[src/rtl/max_track_stream.sv]
// Streaming arg-max/arg-min tracker: scans a valid/ready frame of unsigned samples
// and presents the extreme value, its index and the beat count once per frame.
module max_track_stream #(
  parameter int WIDTH = 8,
  parameter int IDX_W = 8
) (
  input  logic             clk,
  input  logic             rst,
  input  logic             in_valid,
  output logic             in_ready,
  input  logic [WIDTH-1:0] in_data,
  input  logic             in_last,
  input  logic             mode_min,
  output logic             out_valid,
  input  logic             out_ready,
  output logic [WIDTH-1:0] out_value,
  output logic [IDX_W-1:0] out_index,
  output logic [IDX_W-1:0] out_count,
  output logic             out_ovf
);

  typedef enum logic [1:0] {
    IDLE  = 2'd0,
    ACCUM = 2'd1,
    HOLD  = 2'd2
  } state_t;

  localparam logic [IDX_W-1:0] CNT_MAX = '1;
  localparam logic [IDX_W-1:0] CNT_ONE = IDX_W'(1);

  state_t state_reg, state_next;

  logic             mode_reg;
  logic [WIDTH-1:0] best_reg, best_next;
  logic [IDX_W-1:0] best_idx_reg, best_idx_next;
  logic [IDX_W-1:0] cnt_reg, cnt_next;
  logic             ovf_reg, ovf_next;

  logic [WIDTH-1:0] out_value_reg;
  logic [IDX_W-1:0] out_index_reg;
  logic [IDX_W-1:0] out_count_reg;
  logic             out_ovf_reg;

  logic accept;
  logic first_beat;
  logic mode_eff;
  logic better;
  logic cnt_sat;

  assign accept = in_valid & in_ready;

  // State register
  always_ff @(posedge clk) begin
    if (rst) begin
      state_reg <= IDLE;
    end else begin
      state_reg <= state_next;
    end
  end

  // Next-state logic
  always_comb begin
    state_next = state_reg;
    case (state_reg)
      IDLE: begin
        if (accept) begin
          state_next = in_last ? HOLD : ACCUM;
        end
      end
      ACCUM: begin
        if (accept && in_last) begin
          state_next = HOLD;
        end
      end
      HOLD: begin
        if (out_ready) begin
          state_next = IDLE;
        end
      end
      default: state_next = IDLE;
    endcase
  end

  // Handshake outputs; in_ready is held low while reset is asserted
  always_comb begin
    in_ready  = 1'b0;
    out_valid = 1'b0;
    case (state_reg)
      IDLE, ACCUM: in_ready = !rst;
      HOLD:        out_valid = 1'b1;
      default: begin
        in_ready  = 1'b0;
        out_valid = 1'b0;
      end
    endcase
  end

  // Per-beat update: the first beat seeds the tracker, later beats compare strictly
  // so that ties keep the earliest position.
  always_comb begin
    first_beat = (state_reg == IDLE);
    mode_eff   = first_beat ? mode_min : mode_reg;
    better     = mode_eff ? (in_data < best_reg) : (in_data > best_reg);
    cnt_sat    = (cnt_reg == CNT_MAX);

    if (first_beat) begin
      best_next     = in_data;
      best_idx_next = '0;
      cnt_next      = CNT_ONE;
      ovf_next      = 1'b0;
    end else begin
      best_next     = better ? in_data : best_reg;
      best_idx_next = better ? cnt_reg : best_idx_reg;
      cnt_next      = cnt_sat ? cnt_reg : cnt_reg + CNT_ONE;
      ovf_next      = ovf_reg | cnt_sat;
    end
  end

  always_ff @(posedge clk) begin
    if (rst) begin
      mode_reg      <= 1'b0;
      best_reg      <= '0;
      best_idx_reg  <= '0;
      cnt_reg       <= '0;
      ovf_reg       <= 1'b0;
      out_value_reg <= '0;
      out_index_reg <= '0;
      out_count_reg <= '0;
      out_ovf_reg   <= 1'b0;
    end else if (accept) begin
      if (first_beat) begin
        mode_reg <= mode_min;
      end
      best_reg     <= best_next;
      best_idx_reg <= best_idx_next;
      cnt_reg      <= cnt_next;
      ovf_reg      <= ovf_next;
      // Result registers capture on the last-beat edge and persist past the handshake
      if (in_last) begin
        out_value_reg <= best_next;
        out_index_reg <= best_idx_next;
        out_count_reg <= cnt_next;
        out_ovf_reg   <= ovf_next;
      end
    end
  end

  assign out_value = out_value_reg;
  assign out_index = out_index_reg;
  assign out_count = out_count_reg;
  assign out_ovf   = out_ovf_reg;

endmodule
[config.mk]
export PLATFORM = sky130hd
export DESIGN_NAME = max_track_stream
export DESIGN_NICKNAME = d
export VERILOG_FILES = /design/src/rtl/max_track_stream.sv
export SDC_FILE = /design/constraint.sdc
export NUM_CORES = 1
export LEC_CHECK = 0
export ABC_CLOCK_PERIOD_IN_PS = 2600
export CORE_MARGIN = 8
export CORE_UTILIZATION = 55
export DETAILED_ROUTE_END_ITERATION = 6
export DONT_BUFFER_PORTS = 1
export PLACE_DENSITY = 0.7
export SLEW_MARGIN = 10
export SYNTH_ARGS = -nofsm -noshare
export SYNTH_HDL_FRONTEND = slang
export SYNTH_SLANG_ARGS = --single-unit
[constraint.sdc]
create_clock -name clk -period 2.6 [get_ports clk]
set_clock_uncertainty 0.05 [all_clocks]
set_input_delay 0.26 -clock clk [delete_from_list [all_inputs] [get_ports clk]]
set_output_delay 0.26 -clock clk [all_outputs]
set_load 0.05 [all_outputs]
* Yosys cells after proc, flatten, opt, wreduce, memory -nomap -nowiden
Index checks and enable logic that the tools add are counted.
** Word-level totals
- Latch bits :: 0
- Bits in read-only memories :: 0
- Logic and storage cells :: 43
- Input port bits :: 14
- Register bits :: 53
- RAM bits :: 0
- Memories kept :: 0
- Output and inout port bits :: 27
** Operators by class
- Add/subtract/negate cells :: 1
- Multiply operators :: 0
- Reductions and logical operators :: 6
- Shift-type cells :: 0
- Multiplexer cells :: 16
- Order comparisons :: 2
- Equal/unequal tests :: 6
- Bitwise gates (word level) :: 2
- Divide/modulo/power cells :: 0
** Operator list (count)
- 8-bit two-way mux :: 6
- 8-bit by 1-bit adder with 8-bit output, second input constant :: 1
- 8-bit == test, second input constant :: 1
- 8-bit > comparator :: 1
- 8-bit less-than comparator :: 1
- 2-bit two-way mux :: 4
- 2-bit != test, second input constant :: 3
- 2-bit one-hot mux with 3 select lines :: 1
- 1-bit two-way mux :: 5
- 3-bit AND reduction :: 1
- 2-bit by 1-bit == test with 1-bit output, second input constant :: 1
- 2-bit == test, second input constant :: 1
- 2-bit zero test :: 1
- 2-bit AND reduction :: 1
- 2-bit OR reduction :: 1
- 1-bit bitwise AND :: 1
- 1-bit logical AND :: 1
- 1-bit zero test :: 1
- 1-bit OR :: 1

* Longest topological paths before layout
- Depth after elaboration :: 7
- Mapped depth :: 9
- Gate-level depth less buffers :: 8

* Worst setup path after synthesis
OpenSTA, ideal clock, no wires.
- Kind :: reg2reg
- Start point :: register state_reg[1]
- End point :: register best_idx_reg[5]
- Stages on the path, launching flop included :: 7
- Setup time :: 117 ps
- Path buffers :: 1
- Data required time :: 2433 ps
- Data arrival time :: 2109 ps
- Clock period less this slack :: 2276 ps
- Setup slack :: 324 ps
- Cell sequence :: dfxtp_1 -> nor2_1 -> nand2_1 -> nand2b_1 -> o31ai_4 -> buf_6 -> a22o_1
** On the way
- Elaborated cells between the ends (all ways) :: 9
- Those cells by class :: eq/ne: 1; mux: 5; bitwise: 1; reduce/logical: 2
** RTL lines
- start: declaration :: line 31 : state_t state_reg, state_next;
- start signal: assignment :: line 57 : state_reg <= state_next;
- 2-bit by 1-bit == test with 1-bit output or 2-bit zero test (tied branches) :: line 88 : case (state_reg)
- 2-bit OR reduction (*) :: line 88
- 1-bit two-way mux (*) :: line 88
- named net in_ready :: line 10 : output logic in_ready,
- 1-bit bitwise AND (*) :: line 50 : assign accept = in_valid & in_ready;
- end signal: assignment :: line 135 : best_idx_reg <= best_idx_next;
- end: declaration :: line 35 : logic [IDX_W-1:0] best_idx_reg, best_idx_next;
Mark *: on every way through the listed nets, which the timed path passes. The rest lies on a longest branch.
A chain may end at the register's enable or synchronous reset.

* Worst setup path in the final report
- Start point :: register best_reg[5]
- End point :: register out_index_reg[6] (netlist: out_index[6])
** On the way
- Cells in the longest elaborated chain, start to end :: 4
- Elaborated cells between the ends (all ways) :: 5
- Those cells by class :: order compare: 2; mux: 3
** RTL lines
- start: declaration :: line 34 : logic [WIDTH-1:0] best_reg, best_next;
- start signal: assignment :: line 134 : best_reg <= best_next;
- 8-bit > comparator or 8-bit less-than comparator (tied branches) :: line 103 : better = mode_eff ? (in_data < best_reg) : (in_data > best_reg);
- 1-bit two-way mux (*) :: line 103
- 8-bit two-way mux (*) :: line 113 : best_idx_next = better ? cnt_reg : best_idx_reg;
- 8-bit two-way mux (*) :: line 106 : if (first_beat) begin
- end signal: assignment :: line 141 : out_index_reg <= best_idx_next;
- end: declaration :: line 40 : logic [IDX_W-1:0] out_index_reg;
Mark *: on every way between the ends. The rest lies on a longest branch, timed or not.

==> metrics.txt <==
P_int=1.14 mW; Clk Latency, worst-skew pair=310 ps; Die Footprint=7000 µm²; # IOs=41; Setup crit start kind=flip-flop; Final Cell Area=2720 µm²; gpl congestion=0.842; R2R Setup Slk=230 ps; synth cell count leaders=53 x dfxtp_1, 24 x nor2_1, 22 x nand2_1; Die Span X=83.7 µm; Mean Syn Cell Area=between 9 and 10 µm²; Syn Inst Count=roughly 270; Flop pwr share=53.1%; Hold Path Sink=best_reg[2]; Post-synth EDFFs=0; Worst EP required=2750 ps; Routed Antenna Nets=0; Setup Viol. Count Final=0; Worst EP arrival=between 2000 and 3000 ps; total grt overflow=0; layout cells sized above 1=13.3%; Area Overhead vs Synth=8.10%; Hold Vio Cnt, Final=0; vias per cell=around 6.2; Worst Reg-to-Reg Cells=8; First-pass DRT Iterations=4; Final Cycle Share=91.2%; maximum root-to-sink buffer count=2; Logic pwr share=17.6%; Vias=2036; die height=83.7 µm; WHS Path Cells=1; total core area=4380 µm²; clk sinks=53; Hold Path Origin=in_data[2]; top cells by area, synth=dfxtp_1 42%, ha_1 4.5%, mux2i_1 3.6%, o21ai_0 3.6%, nor2_1 3.6%; diode count=0; 1st-iter DRT viols=about 120; Yosys warning count=0; Rows=24; clock power share=29.4%; Mapped Area=2520 µm²; CP top delay family=compound AO/OA/AOI/OAI gates; HPWL Detailed=4.04 mm; Final Max Tran Viols=0; final WL=5.71 mm; syn nets=294; initial antenna violation count=0; root buffer cell=clkbuf_8; Max Clk Rate=about 420 MHz; Net Switching=0.514 mW; WL per Instance=~17 µm; post-synth top area share=a little over two fifths; cts bufs inserted=5; post-synth cell types=53; nets=300; area leader, netlist=dfxtp_1; Setup Crit Path Kind=flip-flop to flip-flop; first-pass GRT wire length=a little under 10 mm; measured slew at the worst slew-check pin=roughly 780 ps; initial core utilization=between 50% and 60%; TNS Setup=0 ps; pwr/cell area=610 nW/µm²; CP endpoint kind=flip-flop; asr flop ratio synth=0%; switching share of power=31.0%; Worst VDD drop=about 0.00044 V; Yosys reg bits=53; unrepaired setup endpoints after global routing=false; R2R Path End=out_index[6]; critical path's slowest cell=a32oi_4; largest net degree at the start of global routing=21; Placed Instance Area=2600 µm²; Total GRT Usage=16.2%; vias in the first global route=just under 2000; status=finished, final reports clean; most frequent cell after synthesis=dfxtp_1; # H-tree levels=2; Worst-path clk slew=~100 ps; slowest stage delay, CP=420 ps; max-cap viol count=0; WP buf/inv=1; DRC Markers=0; Leak Pwr=about 0.96 nW; ys flop type=dfxtp_1; reg2reg start=best_reg[5]; Seq/Total Area, Yosys=42.1%; CTS tree=built; crit-path cells=inv_1 > ha_1 > a211o_1 > a21oi_4 > nand3_2 > a32oi_4 > mux2i_1 > o21ai_1; IO buf count=0; CP max FO=8; max_slew headroom=47.8%; Final min period=2370 ps; hold crit path type=input pin to flip-flop
cell type report:
type / count / area, µm²
Fill cell: 392 / 1660
Multi-Input combinational cell: 192 / 1350
Sequential cell: 53 / 1060
Timing Repair Buffer: 11 / 97.6
Clock buffer: 5 / 68.8
Tap cell: 52 / 65.1
Inverter: 14 / 52.6
Clock inverter: 3 / 25.0
what timing repair did:
action	in CTS	in global routing
buffers inserted	0	1
endpoints found under the setup margin	0	2
endpoints found under the hold margin	20	0
resized for setup	0	0
hold buffers	1	0
power by group through the flow:
stage | registers [mW] | clock network (mW) | logic, mW
detailed placement | 0.900 | 0 | 0.280
global placement | 0.899 | 0 | 0.275
floorplan | 0.894 | 0 | 0.223
global route | 0.885 | 0.524 | 0.321
CTS | 0.881 | 0.492 | 0.287
finish | 0.880 | 0.487 | 0.292
worst max-delay path by stage:
stage                  from              end  slack (ps)  cells after the start
3_3_place_gp    best_reg[1]  best_idx_reg[3]         210                      8
6_report        best_reg[5]     out_index[6]         230                      8
4_1_cts         best_reg[1]  best_idx_reg[0]         150                      8
3_5_place_dp    best_reg[1]  best_idx_reg[7]         160                      8
2_1_floorplan  state_reg[1]  best_idx_reg[5]         320                      6
5_1_grt         best_reg[5]     out_index[7]          50                      8
placed cells by master (no fill, tap or decap), drive strengths merged, types with 5 or more instances in the layout:
| cell | netlist | routed |
|---|---|---|
| dfxtp | 53 | 53 |
| o21ai | 26 | 26 |
| nor2 | 24 | 24 |
| nand2 | 23 | 23 |
| inv | 14 | 15 |
| nand3 | 13 | 13 |
| a21oi | 12 | 12 |
| buf | 2 | 10 |
| mux2i | 9 | 9 |
| ha | 9 | 9 |
| a32o | 8 | 8 |
| a22o | 8 | 8 |
| a311oi | 8 | 8 |
| nand3b | 5 | 5 |
| clkbuf | 10 | 5 |
stage by stage:
stage,total power [mW],instances,hold WS (ps),util (%),setup WS [ps]
final,1.66,330,48.0,62.1,228
after global routing,1.73,330,34.7,62.1,49.7
after CTS,1.66,329,47.8,61.6,152
after detailed placement,1.18,320,287,59.2,156
after global placement,1.17,320,283,59.2,214
after floorplan,1.12,271,364,-,324
per-layer routing:
metal  share of wire [%]  vias to the layer above  routed length, µm  global-route usage (%)
li1                    -                     1010                  -                       -
met1                  48                      957               2760                    21.8
met2                  41                       67               2340                    23.3
met3                  10                        2                594                    6.05
met4                0.37                        0                 21                    4.24
met5                   0                        -                  0                       0
cells by family after synthesis:
logic type / after synthesis / share of synthesized area (%)
flip-flops: 53 / 42.1
adder cells (fa/ha/maj): 9 / 4.47
multiplexers: 9 / 3.58
AO/OA/AOI/OAI: 85 / 27.3
AND/OR/NAND/NOR: 86 / 17.2
buffers and inverters: 26 / 4.17
XOR/XNOR: 3 / 1.04
Power figures use the tool's default switching activity.
